### config.mk
export PLATFORM = sky130hd
export DESIGN_NAME = count_display
export DESIGN_NICKNAME = d
export VERILOG_FILES = /design/src/rtl/count_display_pkg.sv /design/src/rtl/bin2bcd_seq.sv /design/src/rtl/count_display.sv
export SDC_FILE = /design/constraint.sdc
export NUM_CORES = 1
export LEC_CHECK = 0
export CAP_MARGIN = 20
export CORE_AREA = 8 8 138 140
export DETAILED_ROUTE_END_ITERATION = 10
export DIE_AREA = 0 0 146 148
export SLEW_MARGIN = 30
export SYNTH_ARGS = -nofsm -noshare
export SYNTH_HDL_FRONTEND = slang
export SYNTH_SLANG_ARGS = --single-unit
### constraint.sdc
create_clock -name clk -period 2.4 [get_ports clk]
set_input_delay 0.36 -clock clk [delete_from_list [all_inputs] [get_ports clk]]
set_output_delay 0.36 -clock clk [all_outputs]
set_load 0.01 [all_outputs]
### src/rtl/count_display_pkg.sv
// Shared types, constants and the 7-segment decoder for the count display.
package count_display_pkg;

  typedef enum logic [1:0] {
    IDLE  = 2'd0,
    SHIFT = 2'd1,
    DONE  = 2'd2
  } conv_state_t;

  // Active-low segments {g,f,e,d,c,b,a}; all ones turns the digit dark.
  localparam logic [6:0] SEG_BLANK = 7'h7F;

  function automatic logic [6:0] seg7_decode(input logic [3:0] digit);
    logic [6:0] seg;
    case (digit)
      4'd0:    seg = 7'h40;
      4'd1:    seg = 7'h79;
      4'd2:    seg = 7'h24;
      4'd3:    seg = 7'h30;
      4'd4:    seg = 7'h19;
      4'd5:    seg = 7'h12;
      4'd6:    seg = 7'h02;
      4'd7:    seg = 7'h78;
      4'd8:    seg = 7'h00;
      4'd9:    seg = 7'h10;
      default: seg = SEG_BLANK;
    endcase
    return seg;
  endfunction

endpackage

### src/rtl/bin2bcd_seq.sv
// Sequential double-dabble converter: one bit per SHIFT cycle, then a single
// DONE cycle that publishes the BCD result and pulses conv_done.
module bin2bcd_seq
  import count_display_pkg::*;
#(
  parameter int N      = 8,
  parameter int DIGITS = 3
) (
  input  logic                clk,
  input  logic                rst,
  input  logic                start,
  input  logic [N-1:0]        bin_in,
  output logic                finishing,
  output logic [N-1:0]        bin_latched,
  output logic [4*DIGITS-1:0] bcd_out,
  output logic                conv_done
);

  localparam int BCD_W = 4 * DIGITS;
  localparam int CNT_W = $clog2(N + 1);

  conv_state_t      state_q, state_d;
  logic [N-1:0]     shift_q, shift_d;
  logic [N-1:0]     src_q, src_d;
  logic [BCD_W-1:0] acc_q, acc_d;
  logic [BCD_W-1:0] bcd_q, bcd_d;
  logic [CNT_W-1:0] cnt_q, cnt_d;
  logic             done_q, done_d;
  logic [BCD_W-1:0] acc_adj;

  // Per-nibble add-3; each nibble is corrected on its own, no carry between them.
  always_comb begin
    acc_adj = acc_q;
    for (int k = 0; k < DIGITS; k++) begin
      if (acc_q[4*k +: 4] >= 4'd5) acc_adj[4*k +: 4] = acc_q[4*k +: 4] + 4'd3;
    end
  end

  // NOTE: every variable gets a default before the case so no path leaves one unassigned (no latch).
  always_comb begin
    state_d = state_q;
    shift_d = shift_q;
    src_d   = src_q;
    acc_d   = acc_q;
    bcd_d   = bcd_q;
    cnt_d   = cnt_q;
    done_d  = 1'b0;
    case (state_q)
      IDLE: begin
        if (start) begin
          shift_d = bin_in;
          src_d   = bin_in;
          acc_d   = '0;
          cnt_d   = '0;
          state_d = SHIFT;
        end
      end
      SHIFT: begin
        {acc_d, shift_d} = {acc_adj, shift_q} << 1;
        cnt_d            = cnt_q + CNT_W'(1);
        if (cnt_q == CNT_W'(N - 1)) state_d = DONE;
      end
      DONE: begin
        bcd_d   = acc_q;
        done_d  = 1'b1;
        state_d = IDLE;
      end
      default: state_d = IDLE;
    endcase
  end

  // NOTE: sequential state uses <= so every register samples pre-edge values.
  always_ff @(posedge clk) begin
    if (!rst) begin
      state_q <= IDLE;
      shift_q <= '0;
      src_q   <= '0;
      acc_q   <= '0;
      bcd_q   <= '0;
      cnt_q   <= '0;
      done_q  <= 1'b0;
    end else begin
      state_q <= state_d;
      shift_q <= shift_d;
      src_q   <= src_d;
      acc_q   <= acc_d;
      bcd_q   <= bcd_d;
      cnt_q   <= cnt_d;
      done_q  <= done_d;
    end
  end

  assign finishing   = (state_q == DONE);
  assign bin_latched = src_q;
  assign bcd_out     = bcd_q;
  assign conv_done   = done_q;

endmodule

### src/rtl/count_display.sv
// Multiplexed common-anode display of the counter value: BCD conversion on
// change, digit scanning with leading-zero blanking, and blinking at zero.
module count_display
  import count_display_pkg::*;
#(
  parameter int N            = 8,
  parameter int DIGITS       = 3,
  parameter int REFRESH_DIV  = 50000,
  parameter int BLINK_FRAMES = 64
) (
  input  logic                clk,
  input  logic                rst,
  input  logic [N-1:0]        value_in,
  input  logic                zero_in,
  output logic [DIGITS-1:0]   an_n,
  output logic [6:0]          seg_n,
  output logic [4*DIGITS-1:0] bcd_out,
  output logic                conv_done
);

  localparam int REF_W = (REFRESH_DIV > 1)  ? $clog2(REFRESH_DIV)  : 1;
  localparam int IDX_W = (DIGITS > 1)       ? $clog2(DIGITS)       : 1;
  localparam int FRM_W = (BLINK_FRAMES > 1) ? $clog2(BLINK_FRAMES) : 1;

  if (10**DIGITS <= 2**N - 1) begin : g_bad_digits
    $error("count_display: DIGITS too small to show every N-bit value");
  end
  if (REFRESH_DIV < 2) begin : g_bad_refresh
    $error("count_display: REFRESH_DIV must be at least 2");
  end
  if (BLINK_FRAMES < 1) begin : g_bad_blink
    $error("count_display: BLINK_FRAMES must be at least 1");
  end

  logic                valid_q, valid_d;
  logic [N-1:0]        last_q, last_d;
  logic                conv_start;
  logic                conv_finishing;
  logic [N-1:0]        conv_value;
  logic [4*DIGITS-1:0] bcd_w;

  logic [REF_W-1:0]    refresh_q, refresh_d;
  logic [IDX_W-1:0]    idx_q, idx_d;
  logic [FRM_W-1:0]    frame_q, frame_d;
  logic                blink_on_q, blink_on_d;
  logic                frame_end;
  logic [DIGITS-1:0]   an_n_q, an_n_d;
  logic [6:0]          seg_n_q, seg_n_d;
  logic [3:0]          digit_nib;
  logic                digit_blank;

  // Re-convert whenever nothing valid is held or the input moved away from it.
  assign conv_start = !valid_q || (value_in != last_q);

  bin2bcd_seq #(
    .N      (N),
    .DIGITS (DIGITS)
  ) u_bin2bcd (
    .clk         (clk),
    .rst         (rst),
    .start       (conv_start),
    .bin_in      (value_in),
    .finishing   (conv_finishing),
    .bin_latched (conv_value),
    .bcd_out     (bcd_w),
    .conv_done   (conv_done)
  );

  // A digit above the units is dark when it and every higher digit are zero.
  always_comb begin
    digit_nib   = 4'd0;
    digit_blank = 1'b0;
    for (int k = 0; k < DIGITS; k++) begin
      if (idx_q == IDX_W'(k)) begin
        digit_nib   = bcd_w[4*k +: 4];
        digit_blank = (k != 0) && ((bcd_w >> (4 * k)) == '0);
      end
    end
  end

  always_comb begin
    valid_d    = valid_q;
    last_d     = last_q;
    refresh_d  = refresh_q + REF_W'(1);
    idx_d      = idx_q;
    frame_d    = frame_q;
    blink_on_d = blink_on_q;
    frame_end  = 1'b0;

    if (conv_finishing) begin
      valid_d = 1'b1;
      last_d  = conv_value;
    end

    if (refresh_q == REF_W'(REFRESH_DIV - 1)) begin
      refresh_d = '0;
      if (idx_q == IDX_W'(DIGITS - 1)) begin
        idx_d     = '0;
        frame_end = 1'b1;
      end else begin
        idx_d = idx_q + IDX_W'(1);
      end
    end

    // Blink only runs while the count rests at zero; leaving zero restarts it lit.
    if (!zero_in) begin
      frame_d    = '0;
      blink_on_d = 1'b1;
    end else if (frame_end) begin
      if (frame_q == FRM_W'(BLINK_FRAMES - 1)) begin
        frame_d    = '0;
        blink_on_d = !blink_on_q;
      end else begin
        frame_d = frame_q + FRM_W'(1);
      end
    end

    an_n_d  = (zero_in && !blink_on_q) ? '1 : ~(DIGITS'(1) << idx_q);
    seg_n_d = digit_blank ? SEG_BLANK : seg7_decode(digit_nib);
  end

  always_ff @(posedge clk) begin
    if (!rst) begin
      valid_q    <= 1'b0;
      last_q     <= '0;
      refresh_q  <= '0;
      idx_q      <= '0;
      frame_q    <= '0;
      blink_on_q <= 1'b1;
      an_n_q     <= '1;
      seg_n_q    <= SEG_BLANK;
    end else begin
      valid_q    <= valid_d;
      last_q     <= last_d;
      refresh_q  <= refresh_d;
      idx_q      <= idx_d;
      frame_q    <= frame_d;
      blink_on_q <= blink_on_d;
      an_n_q     <= an_n_d;
      seg_n_q    <= seg_n_d;
    end
  end

  assign an_n    = an_n_q;
  assign seg_n   = seg_n_q;
  assign bcd_out = bcd_w;

endmodule

==> results.md, run 1 <==
* # H-tree levels at 3
* Setup TNS at 0 ps
* Total CTS buffers at 9
* Fin. Hold Viols at 0
* Fin cells at 750
* Yosys Warn Count at 0
* Max-Cap Viols at 0
* Post-DP HPWL at 6620 um
* Clock-pin slew on the worst setup and hold paths at ~70 ps
* Hold slack at between 400 and 500 ps
* Clk_lat worst skew at between 300 and 400 ps
* Crit Path Category: input port to flip-flop
* Int Pwr at 2.39 mW
* Post-CTS Setup Inserts at 0
* Post-synth EDFFs at 0
* FF+latch count, synth at 91
* Final worst path period share at between 80% and 90%
* Area Growth Syn to Fin at 21.9%
* Critical R2R Capture: seg_n[6]
* # fillers at 1831
* Combinational power share at under 10%
* Ys async rst share at 0%
* CTS resizes at 0
* TritonCTS clock tree: done
* Switching Share at 23.5%
* Share of cells above drive strength 1 at 7.62%
* Relative slew margins at 38.7%
* Hold path endpoint: blink_on_q
* Synth cell count leaders: 91 x dfxtp_1, 88 x nand2_1, 32 x nor2_1, 29 x nand3_1, 22 x a21boi_0
* Clock skew at around 7.7 ps
* CP Max Fanout at 18
* Reg2reg start: idx_q[1]
* Full die area at roughly 0.022 mm2
* Worst Setup Start Kind: input port
* CORE AREA at 0.0169 mm2
* Vias in the first global route at approximately 3200
* Netlist Area Pre-Place at 0.00412 mm2
* Cell variety after synth at just under 50
* VDD IR max at between 0.2 and 0.3 mV
* Post-route ant nets at 0
* Number of I/O port buffers at 33
* Gr ovfl total at 0
* Effective utilization at floorplan at 24.3%
* Row count at 48
* GP Congestion at about 0.75
* Initial antenna violation count at 0
* Die Height at ~150 um
* WP data arrival at 2160 ps
* Initial detailed-routing violation count at approximately 240
* DRC at 0
* Final Core Density at around 30%
* Hold WC Path Type: input port to flip-flop
* First-pass GRT wire length at about 16000 um
* Tmin final at slightly below 2000 ps
* Synth Flop Type: dfxtp_1
* Vias post-DR at around 3300
* Root Driver: clkbuf_16
* R2R Setup Slk at about 470 ps
* Count of nets after finishing at 541
* Reg2reg path depth at 7
* Sequential share of power at approximately 50%
* Hold_buf cts at 0
* Final setup viols at 0
* Status: complete, no violations
* Count leader, synth: dfxtp_1
* Min-delay src: rst
* DIE WIDTH at about 150 um
* Switching power at 0.735 mW
* Area contributors post-synth: dfxtp_1 44%, nand2_1 8.0%, a21boi_0 4.0%
* Total power at 3.13 mW
* Register area share after synthesis at between 40% and 50%
* Largest net degree at the start of global routing at 35
* Post-Syn Nets at 507
* Final wirelength at a little over 9000 um
* Syn Area/Cell at around 8.5 um2
* Largest area contributor in the synthesized netlist: dfxtp_1
* CTS sink cnt at between 90 and 100
* Slew @ Worst Pin at approximately 920 ps
* Post-synth top area share at ~44%
* # IOs at 34
* Pre-Repair DR Iteration Count at 4
* GR Util All Layers at ~8.9%
* Via density per instance at approximately 4.5
* Final Max Tran Viols at 0
* Pleak at 1.74 nW
* Clk buf depth at 2
* Unrepaired setup endpoints after global routing: false
* Power density cells at a little over 600 mW/mm2
* # diodes at 0
* Clk pwr share at 43.8%
* Achievable Freq at a little over 0.5 GHz
* Mapped Cells at slightly below 500
* Crit path required time at around 2600 ps
* Post-DR wirelength/cell at between 10 and 15 um
* Critical path capture point type: flip-flop
* Worst Setup SP: value_in[7]
* Placed Cells at between 700 and 800
* Hold Path Depth at 2
==> registers in the layout (all words and copies together) (netlist names) <==
| name | count |
|---|---|
| u_bin2bcd.bcd_out | 12 |
| u_bin2bcd.conv_done | 1 |
| an_n | 3 |
| seg_n | 7 |
| valid_q | 1 |
| idx_q | 2 |
| last_q | 8 |
| u_bin2bcd.shift_q | 8 |
| frame_q | 6 |
| u_bin2bcd.state_q | 2 |
| u_bin2bcd.cnt_q | 4 |
| u_bin2bcd.acc_q | 12 |
| u_bin2bcd.bin_latched | 8 |
| refresh_q | 16 |
| blink_on_q | 1 |
==> per-layer routing <==
layer	part of all wire (%)	track usage, %	up-vias
met5	0	0	-
li1	-	-	1755
met4	1.2	3.86	0
met3	3.2	2.23	8
met2	48	14.7	43
met1	48	10.7	1538
==> area by class of cell <==
| cell class | instances | area (um2) | area share [%] |
|---|---|---|---|
| Timing Repair Buffer | 47 | 430 | 8.57 |
| Clock inverter | 5 | 35.0 | 0.698 |
| Multi-Input combinational cell | 360 | 2160 | 43.0 |
| Clock buffer | 11 | 253 | 5.03 |
| Sequential cell | 91 | 1820 | 36.3 |
| Inverter | 11 | 41.3 | 0.822 |
| Tap cell | 225 | 282 | 5.61 |
==> through the flow <==
step / area, um2 / setup WS, ps
floorplan: 4120 / 792
global route: 5020 / 286
finish: 5020 / 434
global placement: 4730 / 72.0
CTS: 5020 / 420
detailed placement: 4730 / 45.2
==> worst max-delay path by stage <==
stage / cells after the start / slack, ps / end
finish: 6 / 430 / u_bin2bcd.shift_q[0]
global route: 7 / 290 / seg_n[1]
CTS: 6 / 420 / u_bin2bcd.shift_q[0]
detailed placement: 6 / 50 / u_bin2bcd.cnt_q[0]
global placement: 6 / 70 / u_bin2bcd.cnt_q[0]
floorplan: 6 / 790 / frame_q[3]
==> cells in the final DEF, fill, tap and decap left out, types with 7 or more instances in the layout <==
cell / synthesis / final
o2bb2ai_1: 9 / 9
o22ai_1: 9 / 9
xor2_1: 12 / 12
a21oi_1: 18 / 18
nand2b_1: 7 / 7
clkdlybuf4s50_1: 0 / 32
clkbuf_16: 0 / 9
o21ai_0: 20 / 20
inv_1: 11 / 11
nor2_1: 32 / 32
dfxtp_1: 91 / 91
buf_4: 1 / 14
o21ai_1: 11 / 11
xnor2_1: 18 / 18
ha_1: 10 / 10
a21boi_0: 22 / 22
and3_1: 8 / 8
nand3_1: 29 / 29
nand2_1: 88 / 88
==> cell families (layout without fill, tap and decap cells) <==
logic type,Yosys count,in the layout,share of synthesized area (%)
simple gates,205,205,24.4
mux,6,6,1.46
flops,91,91,44.2
xor+xnor,30,30,6.38
fa+ha+maj,10,10,3.04
buf+inv,35,74,3.40
compound gates,109,109,17.1
==> critical path, stage by stage <==
cell and delay [ps]:
clkdlybuf4s50_1 500, xnor2_1 190, nand3_2 130, nor2_1 60, a21oi_2 710, o21ai_0 210
==> power groups by stage <==
stage / clock (mW) / combinational [mW] / sequential [mW]
after floorplan: 0 / 0.115 / 1.60
after CTS: 1.41 / 0.191 / 1.57
final: 1.37 / 0.189 / 1.57
after global routing: 1.48 / 0.211 / 1.57
after global placement: 0 / 0.190 / 1.60
after detailed placement: 0 / 0.191 / 1.60
No activity file was read; power rests on OpenSTA's default activity.
==> inputs of run 2 (changes only) <==
==> constraint.sdc (replaced) <==
create_clock -name clk -period 2 [get_ports clk]
set_input_delay 0.3 -clock clk [delete_from_list [all_inputs] [get_ports clk]]
set_output_delay 0.3 -clock clk [all_outputs]
set_load 0.01 [all_outputs]
==> run 2 against run 1 <==
Net effect:
- via count is 1.2% higher
- final cell count is 1.5% higher
- clock skew is 2.0 ps lower
- sequential cell count stayed put
- non-clock buffer count is 12 higher
- die area stayed put
- total power is 22% higher
- worst hold slack worse by 180 ps
- routed wire length is 0.76% lower
- global-route usage is 0.070 points higher
- critical endpoint unchanged
- largest power group unchanged
- highest routed layer unchanged
==> results.md, run 2 (synthesized netlist as in run 1, its figures left out) <==
* Buffer and inverter count on the worst path at 1 (unchanged)
* # H-tree levels at 3 (unchanged)
* CTS resizes at 0 (unchanged)
* Unrepaired setup endpoints after global routing: false
* Most flop-heavy register: refresh_q
* Pre-Repair DR Iteration Count at 4 (unchanged)
* Root Driver: clkbuf_16
* Area of the multi-input gates at 0.00216 mm2 (unchanged)
* Total CTS buffers at 9 (unchanged)
* Slew @ Worst Pin at 886 ps (-32.7 ps)
* Achievable Freq at roughly 0.55 GHz
* Cell family with most CP delay: compound AO/OA/AOI/OAI gates
* Post-DP HPWL at 6550 um (-1.2%)
* VDD IR max at 0.398 mV (+41%)
* Initial detailed-routing violation count at 168 (-29%)
* Initial antenna violation count at 0 (unchanged)
* Effective utilization at floorplan at 24.3% (unchanged)
* Fin area at 0.00514 mm2 (+2.4%)
* Final setup viols at 0 (unchanged)
* Vias in the first global route at 3273 (+3.5%)
* WP data arrival at 2010 ps (-150 ps)
* TritonCTS clock tree: done
* Clock skew at 5.69 ps (-1.98 ps)
* Clock-pin slew on the worst setup and hold paths at 60 ps (about the same)
* Register area at 0.00182 mm2 (unchanged)
* Critical path capture point type: flip-flop
* Area Growth Syn to Fin at 24.8%
* First-pass GRT wire length at 16000 um (+0.78%)
* # fillers at 1836 (+0.27%)
* Share of cells above drive strength 1 at 9.14% (+1.5 points)
* # IOs at 34 (unchanged)
* Fin. Hold Viols at 0 (unchanged)
* Count of nets after finishing at 553 (+2.2%)
* Hold WC Path Type: input port to flip-flop
* Post-route ant nets at 0 (unchanged)
* DIE WIDTH at 146 um (unchanged)
* Hold slack at 261 ps (-176 ps)
* Placed Area at 0.00485 mm2 (+2.4%)
* Max reg flops at 16 (unchanged)
* Post-DR wirelength/cell at 12.1 um (-2.2%)
* Clk buf depth at 2 (unchanged)
* Most frequent cells in the layout: 91 x dfxtp_1, 88 x nand2_1, 32 x nor2_1, 32 x clkdlybuf4s50_1, 29 x nand3_1
* Vias post-DR at 3383 (+1.2%)
* Crit path required time at 2190 ps (-400 ps)
* Critical path's slowest cell: a21oi_2
* Worst stage delay on the critical path at 700 ps (about the same)
* Number of I/O port buffers at 33 (unchanged)
* CP Cell Sequence: clkdlybuf4s50_1, xnor2_1, nand4_1, nor2_2, a21oi_2, o21ai_0
* Status: complete, no violations
* # diodes at 0 (unchanged)
* Max-Cap Viols at 0 (unchanged)
* Largest net degree at the start of global routing at 53 (+51%)
* Hold_buf cts at 0 (unchanged)
* Worst Setup Start Kind: input port
* Tmin final at about 1800 ps
* Clk_lat worst skew at 340 ps (about the same)
* DRC at 0 (unchanged)
* Post-CTS Setup Inserts at 0 (unchanged)
* CP Max Fanout at 18 (unchanged)
* Pleak at 1.82 nW (+4.1%)
* GR Util All Layers at 8.95% (+0.070 points)
* CTS sink cnt at 91 (unchanged)
* Power density cells at 743 mW/mm2 (+19%)
* CORE AREA at 0.0169 mm2 (unchanged)
* Gr ovfl total at 0 (unchanged)
* Crit Path Category: input port to flip-flop
* Final worst path period share at roughly nine tenths
* Row count at 48 (unchanged)
* GP Congestion at 0.750 (-0.24%)
* Via density per instance at 4.45 (-0.30%)
* Final wirelength at 9210 um (-0.76%)
* Commonest non-fill, non-tap cell in the layout: dfxtp_1
* Full die area at 0.0216 mm2 (unchanged)
* Die Height at 148 um (unchanged)
* Relative slew margins at 40.9% (+2.2 points)
* Final Max Tran Viols at 0 (unchanged)
run 2: changes by cell type in the layout (fill, tap and decap cells not counted), sizes merged:
cell,before,now
buf,15,27
bufinv,0,1
clkbuf,11,13
clkinv,2,1
clkinvlp,1,0
inv,13,11
run 2: worst paths after layout:
| check | start | endpoint | slack [ps] | cells after the start |
|---|---|---|---|---|
| worst max-delay path | value_in[0] | u_bin2bcd.shift_q[0] | 180 | 6 |
| worst min-delay path | rst | blink_on_q | 260 | 2 |
| worst max register to register | idx_q[1] | seg_n[3] | 240 | 5 |
| worst min register to register | u_bin2bcd.bin_latched[0] | u_bin2bcd.bin_latched[0] | 450 | 2 |
run 2: power by group:
part	switching (mW)	total, mW	internal, mW
Combinational	0.128	0.243	0.115
Clock	0.668	1.70	1.03
Sequential	0.0255	1.88	1.86
Total	0.821	3.82	3.00
run 2: through the flow:
stage | worst slack (ps) | cells | power (mW) | setup TNS, ps | util, %
after floorplan | 392 | 486 | 2.06 | 0 | -
after global placement | -157 | 746 | 2.16 | -2480 | 28.6
after detailed placement | -170 | 746 | 2.17 | -2630 | 28.6
after CTS | 206 | 761 | 3.90 | 0 | 30.4
after global routing | 44.4 | 761 | 3.99 | 0 | 30.4
final | 182 | 761 | 3.82 | 0 | 30.4
run 2: final cells by class:
class	count	share of cell area (%)
Multi-Input combinational cell	360	42.0
Sequential cell	91	35.4
Timing Repair Buffer	59	10.6
Tap cell	225	5.47
Clock buffer	13	5.06
Inverter	11	0.803
Clock inverter	2	0.681
run 2: per-layer routing:
| layer | part of all wire (%) | global-route usage, % | up-vias |
|---|---|---|---|
| li1 | - | - | 1784 |
| met3 | 4.0 | 2.57 | 6 |
| met4 | 0.88 | 3.55 | 0 |
| met5 | 0 | 0 | - |
| met2 | 46 | 14.5 | 47 |
| met1 | 49 | 11.0 | 1546 |
==> inputs of run 3 (changes only) <==
--- a/config.mk
+++ b/config.mk
@@ -7,6 +7,7 @@
 export LEC_CHECK = 0
 export CAP_MARGIN = 20
 export CORE_AREA = 8 8 138 140
+export CTS_CLUSTER_SIZE = 24
 export DETAILED_ROUTE_END_ITERATION = 10
 export DIE_AREA = 0 0 146 148
 export SLEW_MARGIN = 30
==> results of run 3 <==
Same layout as run 2: the final DEF is identical, and so are final timing and power.
==> patch 1: new RTL, settings of run 1 <==
Reset style: asynchronous (`rst`), changed in 2 clocked blocks.
--- a/src/rtl/bin2bcd_seq.sv
+++ b/src/rtl/bin2bcd_seq.sv
@@ -70,7 +70,7 @@
   end
 
   // NOTE: sequential state uses <= so every register samples pre-edge values.
-  always_ff @(posedge clk) begin
+  always_ff @(posedge clk or negedge rst) begin
     if (!rst) begin
       state_q <= IDLE;
       shift_q <= '0;
--- a/src/rtl/count_display.sv
+++ b/src/rtl/count_display.sv
@@ -119,7 +119,7 @@
     seg_n_d = digit_blank ? SEG_BLANK : seg7_decode(digit_nib);
   end
 
-  always_ff @(posedge clk) begin
+  always_ff @(posedge clk or negedge rst) begin
     if (!rst) begin
       valid_q    <= 1'b0;
       last_q     <= '0;
Formal check against the unedited RTL: differs if rst is asserted again (counterexample within 4 cycles, from zero or initial values and one cycle with rst low); with rst held inactive, the same outputs for 10 cycles.
==> patch 1 against run 1 <==
- synthesized cell count down 23%
- final area up 4.3%
- final cell count down 14%
- area after synthesis up 4.3%
- die area unchanged
- utilization up 1.3 points
- critical path depth down 1
- sequential cell count unchanged
- setup slack better by 0.048 ns
- routed wire length down 4.1%
- fmax up 2.5%
Power is not compared: it rests on default switching activity, and its combinational part moved more than twofold at a synthesized area within 25%.
==> patch 1: results (changes against run 1) <==
[global_route]
grt_max_degree=67  ; +91%
antenna_found_initial=0  ; unchanged
grt.total_usage_pct=8.550  ; -0.33 points
first_global_vias=3110  ; -1.6%
grt_first_pass_wirelength_um=15390  ; -2.9%

[detailed_routing]
first_iter_violations=166  ; -30%
routed_wl_um=8902  ; -4.1%
vias=2981  ; -11%

[outcome]
status=complete, no violations

[clock_network]
h-tree-depth=3  ; unchanged
cts_resized=0  ; unchanged
hold_buffers=1  ; +1
cts_root_buffer=clkbuf_16
clkLatencyLatePin_ns=0.34  ; about the same
post_cts_buffers=0  ; unchanged
cts_buffer_depth=2  ; unchanged
cts_made_buffers=9  ; unchanged
cts.reportedPaths.clkPinSlew_ns=0.07  ; about the same

[cells_and_area]
instances_no_fill=646  ; -14%
regMostFlops=refresh_q
nets=437  ; -19%
antennaDiodeCount=0  ; unchanged
drive_gt1_share_pct=17.34  ; +9.7 points
largest_register_ffs=16  ; unchanged
fillers=1698  ; -7.3%

[synthesis]
synth.area.mux_share_pct=8.855  ; +7.4 points
async_reset_ff_share_pct=100.0  ; +100 points
synthAdderAreaFrac_pct=2.913  ; -0.12 points
synthesis.nets=395  ; -22%
synth_common_cells=80 x dfrtp_1, 31 x nand2_1, 24 x mux2_2
yosysSeqAreaShare_pct=53.34  ; +9.1 points
synth_compound_area_share_pct=12.88  ; -4.2 points
ys_warn_count=0  ; unchanged
avgSynthCellArea_sq_um=11.48  ; +35%
synth_area_leaders=dfrtp_1 47%, dfstp_2 6.7%, mux2_2 6.3%
synth-xor-area-share_pct=5.098  ; -1.3 points
synth.distinct_cells=51  ; +4.1%

[timing]
fin_skew_ns=0.006835  ; -0.0008366 ns
fin_hold_ws_ns=0.4729  ; +0.03655 ns
worstMarginPinSlew_ns=0.5213  ; -0.3976 ns
setup_violations=0  ; unchanged
fin_crit_ns=1.918  ; -0.04784 ns

[worst_setup_path]
max_stage_delay_ns=0.41  ; -0.30 ns
path_delay_family=simple AND/OR/NAND/NOR gates
cp_max_fo=8  ; -10
critical-path-slowest-cell=dfrtp_1
ff2ff_setup_slack_ns=0.48
arrival_ns=2.16  ; about the same

[placement]
preCtsSetupSlack_ns=0.2059  ; +0.1607 ns
dp_hpwl_um=6253  ; -5.6%
place_area_sq_um=4945  ; +4.5%
routabilityCongestion=0.7761  ; +3.2%
port_buffers=33  ; unchanged
dp_cells=629  ; -14%

[power_and_ir_drop]
peakVddDrop_mv=0.5145
power.internal_mw=3.958
cellLeakagePower_nw=2.217

[min_path]
min_path_type=input port to asynchronous set/reset pin

## patch 1: routing by layer
layer / track usage [%] / vias up / share of wire [%]
met2: 13.95 / 48 / 46
li1: - / 1437 / -
met1: 10.95 / 1488 / 50
met4: 2.009 / 0 / 0.92
met5: 0 / - / 0
met3: 2.507 / 8 / 3.1
## patch 1: final cells by class
cell class	instances	area [sq um]	share of cell area [%]
Multi-Input combinational cell	257	1879	35.90
Clock inverter	7	55.05	1.052
Clock buffer	9	225.2	4.302
Sequential cell	91	2291	43.76
Inverter	12	45.04	0.8604
Timing Repair Buffer	45	457.9	8.748
Tap cell	225	281.5	5.378
## patch 1: final timing paths
| check | cells past startpoint | startpoint | to |
|---|---|---|---|
| setup / recovery | 5 | refresh_q[0]$_DFF_PN0_ | frame_q[5]$_DFFE_PN0P_ |
| hold / removal | 2 | rst | last_q[5]$_DFFE_PN0P_ |
| setup reg to reg | 5 | refresh_q[0]$_DFF_PN0_ | frame_q[5]$_DFFE_PN0P_ |
| hold reg to reg | 1 | valid_q$_DFFE_PN0P_ | valid_q$_DFFE_PN0P_ |
| max in group asynchronous | 3 | rst | an_n[0]$_DFF_PN1_ |
| min in group clk | 1 | valid_q$_DFFE_PN0P_ | valid_q$_DFFE_PN0P_ |
## patch 1: power by group through the flow
stage | sequential, mW | combinational [mW] | clock [mW]
6_report | 2.49 | 2.18 | 1.32
5_1_grt | 2.56 | 2.42 | 1.42
4_1_cts | 2.49 | 2.21 | 1.36
3_5_place_dp | 2.52 | 2.20 | 0
3_3_place_gp | 2.51 | 2.15 | 0
2_1_floorplan | 2.45 | 1.42 | 0
## patch 1: worst register-to-register path, cell delays in order (launching register included)
cell and delay [ns]:
dfrtp_1 0.41, ha_1 0.24, and3_1 0.30, and4_1 0.41, a41oi_1 0.18, a311oi_1 0.28
==> patch 2: new RTL, settings of run 1 <==
Made on the original files. `DIGITS` is set to 3 in 2 places; all go to 4.
--- a/src/rtl/bin2bcd_seq.sv
+++ b/src/rtl/bin2bcd_seq.sv
@@ -4,7 +4,7 @@
   import count_display_pkg::*;
 #(
   parameter int N      = 8,
-  parameter int DIGITS = 3
+  parameter int DIGITS = 4
 ) (
   input  logic                clk,
   input  logic                rst,
--- a/src/rtl/count_display.sv
+++ b/src/rtl/count_display.sv
@@ -4,7 +4,7 @@
   import count_display_pkg::*;
 #(
   parameter int N            = 8,
-  parameter int DIGITS       = 3,
+  parameter int DIGITS       = 4,
   parameter int REFRESH_DIV  = 50000,
   parameter int BLINK_FRAMES = 64
 ) (
Ports: changed (resized an_n and bcd_out); port bits go from 34 to 39. No check against the original RTL was run, so the function may have changed too.
==> patch 2 against run 1 <==
- total power grew 13%
- sequential cell count increased by 9
- global-route usage up 1.5 points
- sequential power is 9.6% higher
- area after synthesis up 9.8%
- final area up 10%
- setup slack lost 0.19 ns
- routed wire length rose by 17%
- first-iteration DRC count shrank 0.85%
- critical path type is now register to register
- largest cell class unchanged
- largest power group unchanged
- highest routed layer unchanged
==> patch 2: results (changes against run 1) <==
[timing]
fin_crit_ns=2.155  ; +0.1893 ns
fin_hold_ws_ns=0.4454  ; +0.009114 ns

[placement]
dp_cells=807  ; +9.9%
preCtsSetupSlack_ns=0.1725  ; +0.1273 ns
dp_hpwl_um=7572  ; +14%
place_area_sq_um=5187  ; +9.6%

[worst_setup_path]
reg2reg_depth=5  ; -2
timing.rr.end=frame_q[3]$_SDFFE_PN0P_
setup.worst_path.start=refresh_q[5]$_SDFF_PP0_
cp_max_fo=7  ; -11
critical-path-slowest-cell=or4_4

[cells_and_area]
drive_gt1_share_pct=7.358  ; -0.26 points

[detailed_routing]
vias=3865  ; +16%
wl_per_cell_um=13.14  ; +6.2%
wl_met1_um=5173  ; +16%
first_iter_violations=234  ; -0.85%
routed_wl_um=10820  ; +17%

[synthesis]
synth.distinct_cells=47  ; -4.1%
synthAdderAreaFrac_pct=4.425  ; +1.4 points
synth_compound_area_share_pct=15.93  ; -1.2 points
synth.area.mux_share_pct=0.2212  ; -1.2 points
synth-xor-area-share_pct=6.195  ; -0.18 points

[power_and_ir_drop]
cellLeakagePower_nw=1.915  ; +9.8%
p_seq_mw=1.72  ; +9.6%
p_clk_mw=1.61  ; +18%
swShare_pct=21.39  ; -2.1 points

[outcome]
status=complete, no violations

[global_route]
grt.met1_usage_pct=12.95  ; +2.2 points
grt_first_pass_wirelength_um=18330  ; +16%

[min_path]
min_path_type=register to register
min_to=last_q[5]$_SDFFE_PN0P_

## patch 2: changes by cell type after synthesis, moves of 6 or more
| cell | change |
|---|---|
| a21oi_1 | +41 |
| a21boi_0 | -22 |
| nand2_1 | +15 |
| o21ai_0 | +15 |
| o21ai_1 | -11 |
| dfxtp_1 | +9 |
| o2bb2ai_1 | -9 |
| nand4_1 | +8 |
| clkbuf_1 | +7 |
| a32oi_1 | -6 |
| ha_1 | +6 |
| inv_1 | +6 |
| o31ai_1 | +6 |
## patch 2: area by class of cell
cell class | count | area share, %
Multi-Input combinational cell | 409 | 42.18
Clock buffer | 12 | 4.822
Sequential cell | 100 | 36.22
Tap cell | 225 | 5.094
Timing Repair Buffer | 55 | 9.192
Clock inverter | 4 | 1.268
Inverter | 18 | 1.223
## patch 2: tightest hold or removal path, delay by kind of cell (launching register included)
kind / cells / cell delay [ns]
flops: 1 / 0.31
simple gates: 1 / 0.05
compound gates: 1 / 0.05
